File: config.mk
export PLATFORM = sky130hd
export DESIGN_NAME = divergence_display_flat
export DESIGN_NICKNAME = d
export VERILOG_FILES = /design/src/rtl/divergence_display_if.sv /design/src/rtl/divergence_display.sv /design/src/flat_wrapper.sv
export SDC_FILE = /design/constraint.sdc
export NUM_CORES = 1
export LEC_CHECK = 0
export CORE_MARGIN = 2
export CORE_UTILIZATION = 30
export CTS_BUF_LIST = sky130_fd_sc_hd__clkbuf_8
export DETAILED_ROUTE_END_ITERATION = 12
export PLACE_DENSITY = 0.51
export SYNTH_ARGS = -nofsm -noshare
export SYNTH_HDL_FRONTEND = slang
export SYNTH_SLANG_ARGS = --single-unit
File: constraint.sdc
create_clock -name clk -period 5.1 [get_ports clk]
set_input_delay 1.02 -clock clk [delete_from_list [all_inputs] [get_ports clk]]
set_output_delay 1.02 -clock clk [all_outputs]
set_load 0.02 [all_outputs]
File: src/rtl/divergence_display_if.sv
// Bus between the random-word source / board pins and the divergence display.
// The master side drives start/random; the display drives segments and status.
interface divergence_display_if;
   logic        start;
   logic [31:0] random;
   logic [7:0]  seg;
   logic [7:0]  an;
   logic        busy;
   logic        done;
   logic [31:0] value;

   modport master (output start, random, input seg, an, busy, done, value);
   modport slave  (input start, random, output seg, an, busy, done, value);
endinterface

File: src/rtl/divergence_display.sv
// Nixie-roll animation of a 32-bit digit word plus an 8-digit multiplexed
// common-anode seven-segment driver.
module divergence_display #(
   parameter logic [15:0] SCAN_DIV    = 16'd5000,
   parameter logic [23:0] FRAME_DIV   = 24'd2_500_000,
   parameter logic [7:0]  ROLL_FRAMES = 8'd20
) (
   input  logic                 clk,
   input  logic                 rst_n,
   divergence_display_if.slave  bus
);
   typedef enum logic [1:0] {IDLE, ROLL, SETTLE} state_t;

   state_t      state_q, state_d;
   logic [23:0] frame_q, frame_d;
   logic [7:0]  roll_q, roll_d;
   logic [7:0]  lock_q, lock_d;
   logic [31:0] value_q, value_d;
   logic        done_q, done_d;
   logic [15:0] scan_q, scan_d;
   logic [2:0]  idx_q, idx_d;
   logic [7:0]  seg_q, an_q;
   logic        tick;

   assign tick = (frame_q == FRAME_DIV - 24'd1);

   function automatic logic [7:0] decode(input logic [3:0] code);
      logic [7:0] s;
      case (code)
         4'h0: s = 8'hC0;
         4'h1: s = 8'hF9;
         4'h2: s = 8'hA4;
         4'h3: s = 8'hB0;
         4'h4: s = 8'h99;
         4'h5: s = 8'h92;
         4'h6: s = 8'h82;
         4'h7: s = 8'hF8;
         4'h8: s = 8'h80;
         4'h9: s = 8'h90;
         4'hE: s = 8'h79;
         4'hF: s = 8'h40;
         default: s = 8'hFF;
      endcase
      return s;
   endfunction

   always_comb begin
      state_d = state_q;
      frame_d = frame_q;
      roll_d  = roll_q;
      lock_d  = lock_q;
      value_d = value_q;
      done_d  = 1'b0;
      case (state_q)
         IDLE: begin
            if (bus.start) begin
               state_d = ROLL;
               frame_d = '0;
               roll_d  = '0;
               lock_d  = '0;
            end
         end
         ROLL: begin
            frame_d = tick ? '0 : frame_q + 24'd1;
            if (tick) begin
               value_d = bus.random;
               roll_d  = roll_q + 8'd1;
               if (roll_q + 8'd1 == ROLL_FRAMES) state_d = SETTLE;
            end
         end
         SETTLE: begin
            frame_d = tick ? '0 : frame_q + 24'd1;
            if (tick) begin
               lock_d = {1'b1, lock_q[7:1]};
               // digits locked on earlier ticks hold; the one locking now still samples
               for (int k = 0; k < 8; k++)
                  if (!lock_q[k]) value_d[4*k +: 4] = bus.random[4*k +: 4];
               if (lock_d == 8'hFF) begin
                  state_d = IDLE;
                  done_d  = 1'b1;
               end
            end
         end
         default: state_d = IDLE;
      endcase
   end

   always_comb begin
      scan_d = (scan_q == SCAN_DIV - 16'd1) ? '0 : scan_q + 16'd1;
      idx_d  = (scan_q == SCAN_DIV - 16'd1) ? idx_q + 3'd1 : idx_q;
   end

   always_ff @(posedge clk or negedge rst_n) begin
      if (!rst_n) begin
         state_q <= IDLE;
         frame_q <= '0;
         roll_q  <= '0;
         lock_q  <= '0;
         value_q <= 32'hAAAA_AAAA;
         done_q  <= 1'b0;
         scan_q  <= '0;
         idx_q   <= '0;
         seg_q   <= 8'hFF;
         an_q    <= 8'hFE;
      end else begin
         state_q <= state_d;
         frame_q <= frame_d;
         roll_q  <= roll_d;
         lock_q  <= lock_d;
         value_q <= value_d;
         done_q  <= done_d;
         scan_q  <= scan_d;
         idx_q   <= idx_d;
         // seg and an both load from next-state so the digit and its pattern switch together
         seg_q   <= decode(value_d[{idx_d, 2'b00} +: 4]);
         an_q    <= ~(8'b1 << idx_d);
      end
   end

   assign bus.seg   = seg_q;
   assign bus.an    = an_q;
   assign bus.busy  = (state_q != IDLE);
   assign bus.done  = done_q;
   assign bus.value = value_q;
endmodule

File: src/flat_wrapper.sv
// flat-port wrapper written by rule: the top's interface ports become plain ports
module divergence_display_flat 
#(
   parameter logic [15:0] SCAN_DIV    = 16'd5000,
   parameter logic [23:0] FRAME_DIV   = 24'd2_500_000,
   parameter logic [7:0]  ROLL_FRAMES = 8'd20
)
  (clk, rst_n, bus_start, bus_random, bus_seg, bus_an, bus_busy, bus_done, bus_value);
  divergence_display_if bus_i ();
  input  logic clk;
  input  logic rst_n;
  input wire logic [$bits(bus_i.start)-1:0] bus_start;
  input wire logic [$bits(bus_i.random)-1:0] bus_random;
  output wire logic [$bits(bus_i.seg)-1:0] bus_seg;
  output wire logic [$bits(bus_i.an)-1:0] bus_an;
  output wire logic [$bits(bus_i.busy)-1:0] bus_busy;
  output wire logic [$bits(bus_i.done)-1:0] bus_done;
  output wire logic [$bits(bus_i.value)-1:0] bus_value;
  assign bus_i.start = bus_start;
  assign bus_i.random = bus_random;
  assign bus_seg = bus_i.seg;
  assign bus_an = bus_i.an;
  assign bus_busy = bus_i.busy;
  assign bus_done = bus_i.done;
  assign bus_value = bus_i.value;
  divergence_display #(.SCAN_DIV(SCAN_DIV), .FRAME_DIV(FRAME_DIV), .ROLL_FRAMES(ROLL_FRAMES)) u_core (.clk(clk), .rst_n(rst_n), .bus(bus_i));
endmodule
==> summary.md <==
| Metric | Value |
|---|---|
| Drt drc | `0` |
| Fin nets | `767` |
| Initial drt markers | `378` |
| TritonRoute pass-1 iters | `7` |
| Synth top area share | `0.327` |
| Final hold vios | `0` |
| CP Data Arrival Time | `4.52 ns` |
| Critical Path Start | `u_core.frame_q[20]$_DFFE_PN0P_` |
| Diodes inserted | `0` |
| Synth area leader | `dfrtp_1` |
| DRT met1 WL | `8360 um` |
| CTS H-tree lvls | `3` |
| Largest net degree at the start of global routing | `74` |
| Critical Path Sink Type | `flip-flop` |
| CTS max path bufs | `2` |
| GRT overflow | `0` |
| Post-layout util | `0.375` |
| Wire length on met2 | `8840 um` |
| Most frequent cell after synthesis | `dfrtp_1` |
| Min-delay src | `u_core.scan_q[15]$_DFF_PN0_` |
| Post-synth ARST share | `1.00` |
| CTS tree | `done` |
| Ys flop type | `dfrtp_1` |
| Clock-pin slew on the worst setup and hold paths | `0.10 ns` |
| Core area | `19700 um^2` |
| Syn. warnings | `0` |
| Min-Delay Path Class | `flip-flop to flip-flop` |
| Initial antenna violation count | `0` |
| WP data required | `5.44 ns` |
| Avg Cell Area, Syn | `9.49 um^2` |
| Port buffer count | `84` |
| Share of cells above drive strength 1 | `0.111` |
| Post-synth EDFFs | `0` |
| Tmin final | `4.19 ns` |
| Area growth from synthesis to layout | `21.8%` |
| Vias | `5300` |
| Setup tns final | `0 ns` |
| Fin crit share | `0.821` |
| Pleak | `3.06 nW` |
| Yosys cell types | `75` |
| Peak fanout along the critical path | `15` |
| DR WL/cell | `18.7 um` |
| Final Max Slew Viols | `0` |
| Clk_lat worst skew | `0.39 ns` |
| Synthesized area | `6050 um^2` |
| Status | `finished clean` |
| Final GP Congestion | `0.887` |
| Clock root cell | `clkbuf_8` |
| Synth Net Count | `688` |
| Post-Synthesis Cells | `638` |
| Die Width | `146 um` |
| Vias in the first global route | `5209` |
| Max Used Layer | `met4` |
| Skew final | `0.0126 ns` |
| Total CTS buffers | `9` |
| Dpl hpwl | `13500 um` |
| DIE AREA | `21300 um^2` |
| RSZ-0062 raised after global routing | `false` |
| First-pass GRT wire length | `29300 um` |
| Die Y | `146 um` |
| Max Freq | `239 MHz` |
| Rows | `51` |
| Top cells by count, synth | `dfrtp_1 (79), nand2_1 (76), o21ai_0 (57)` |
| Seq cells post-synth | `110` |
| Routed Antenna Nets | `0` |
| Post-synthesis sequential area ratio | `0.461` |
| Post-cts resize count | `0` |
| WS Path Type | `flip-flop to flip-flop` |
| Top cells by area, synth | `dfrtp_1 (33%), dfstp_2 (13%), o21ai_0 (4.7%)` |
| Max VDD drop | `0.121 mV` |
| Worst Tran Pin Value | `0.959 ns` |
| R2r startpoint | `u_core.frame_q[20]$_DFFE_PN0P_` |
| Setup Fix Bufs, Post-CTS | `0` |
| Relative slew slack | `0.360` |
| Vias per Instance | `5.38` |
| Max_cap viols | `0` |
| CP startpoint kind | `flip-flop` |
| Initial Util | `0.308` |
| TritonCTS Sinks | `110` |
| Cts hold-fix bufs | `0` |
| Pwr/cell area | `198 nW/um^2` |
| Metal3 WL | `932 um` |
| Ports | `85` |
| Setup violations, final | `0` |
| Total length of routed wires | `18400 um` |
| GRT Total Usage | `0.175` |
[area by class of cell]
cell class / instances / area [um^2]
inverter: 22 / 82.6
sequential: 110 / 2790
timing repair buffer: 94 / 913
tap: 265 / 332
clock buffer: 13 / 179
multi-input combinational: 480 / 3070
clock inverter: 2 / 7.51
fill: 2031 / 12300
[registers in the layout (all words and copies together), names as in the netlist]
signal            count
u_core.state_q        2
u_core.idx_q          3
u_core.roll_q         8
u_core.bus.an         8
u_core.scan_q        16
u_core.frame_q       24
u_core.lock_q         8
u_core.bus.value     32
u_core.bus.seg        8
u_core.bus.done       1
[report_power, final]
part	switching [mW]	leakage, nW	internal, mW
logic	0.0324	1.59	0.0284
clock network	0.297	0.104	0.226
registers	0.000988	1.37	0.874
total	0.330	3.06	1.13
[cell families after synthesis]
group,count (synthesis),synth area share
DFF,110,0.461
adders and majority gates,15,0.0310
buffers and inverters,48,0.0316
and+or+nand+nor,273,0.236
xor gates and xnor gates,29,0.0420
muxes,19,0.0376
AOI/OAI and AO/OA,144,0.161
[placed cells by master, fill, tap and decap left out, drive strengths merged, types with 10 or more instances in the layout]
cell type / count
and2: 12
dfrtp: 79
clkdlybuf4s50: 83
and3: 19
inv: 23
xor2: 19
clkbuf: 13
mux2i: 11
xnor2: 10
nor2: 49
nand4: 16
nand2: 76
ha: 15
nand2b: 15
a31oi: 10
buf: 11
a21oi: 17
nand3: 38
o21ai: 59
dfstp: 31
[metal layers]
metal,GRT usage,vias to the layer above
met4,0.0427,0
met3,0.0391,30
met1,0.237,2635
met5,0,-
li1,-,2467
met2,0.286,168
[critical path: stages, from the launching register on]
cell and delay (ns):
dfrtp_1 0.43, nor4b_2 0.36, and4_1 0.66, nand2_1 0.48, o31ai_1 0.36, a21boi_0 0.16
o21a_1 0.22, o31ai_2 0.56, inv_1 0.23, ha_1 0.28, inv_1 0.11, mux2_2 0.15
mux2_2 0.14
[through the flow]
step	std cells	hold WS [ns]	setup WS, ns	power, mW	instance area [um^2]
floorplan	638	0.436	1.65	0.898	6050
CTS	986	0.472	0.954	1.48	7380
finish	986	0.465	0.913	1.46	7380
detailed placement	971	0.459	0.975	0.954	7190
global route	986	0.492	0.592	1.52	7380
global placement	971	0.462	1.03	0.954	7190
[final timing paths]
check	endpoint	slack (ns)	cells past startpoint
setup / recovery	u_core.bus.seg[0]$_DFF_PN1_	0.91	12
hold / removal	u_core.scan_q[15]$_DFF_PN0_	0.47	1
setup reg to reg	u_core.bus.seg[0]$_DFF_PN1_	0.91	12
hold reg to reg	u_core.scan_q[15]$_DFF_PN0_	0.47	1
max in group asynchronous	u_core.bus.value[11]$_DFF_PN1_	3.22	2
min in group asynchronous	u_core.scan_q[11]$_DFF_PN0_	0.75	1
Power figures use the tool's default switching activity.
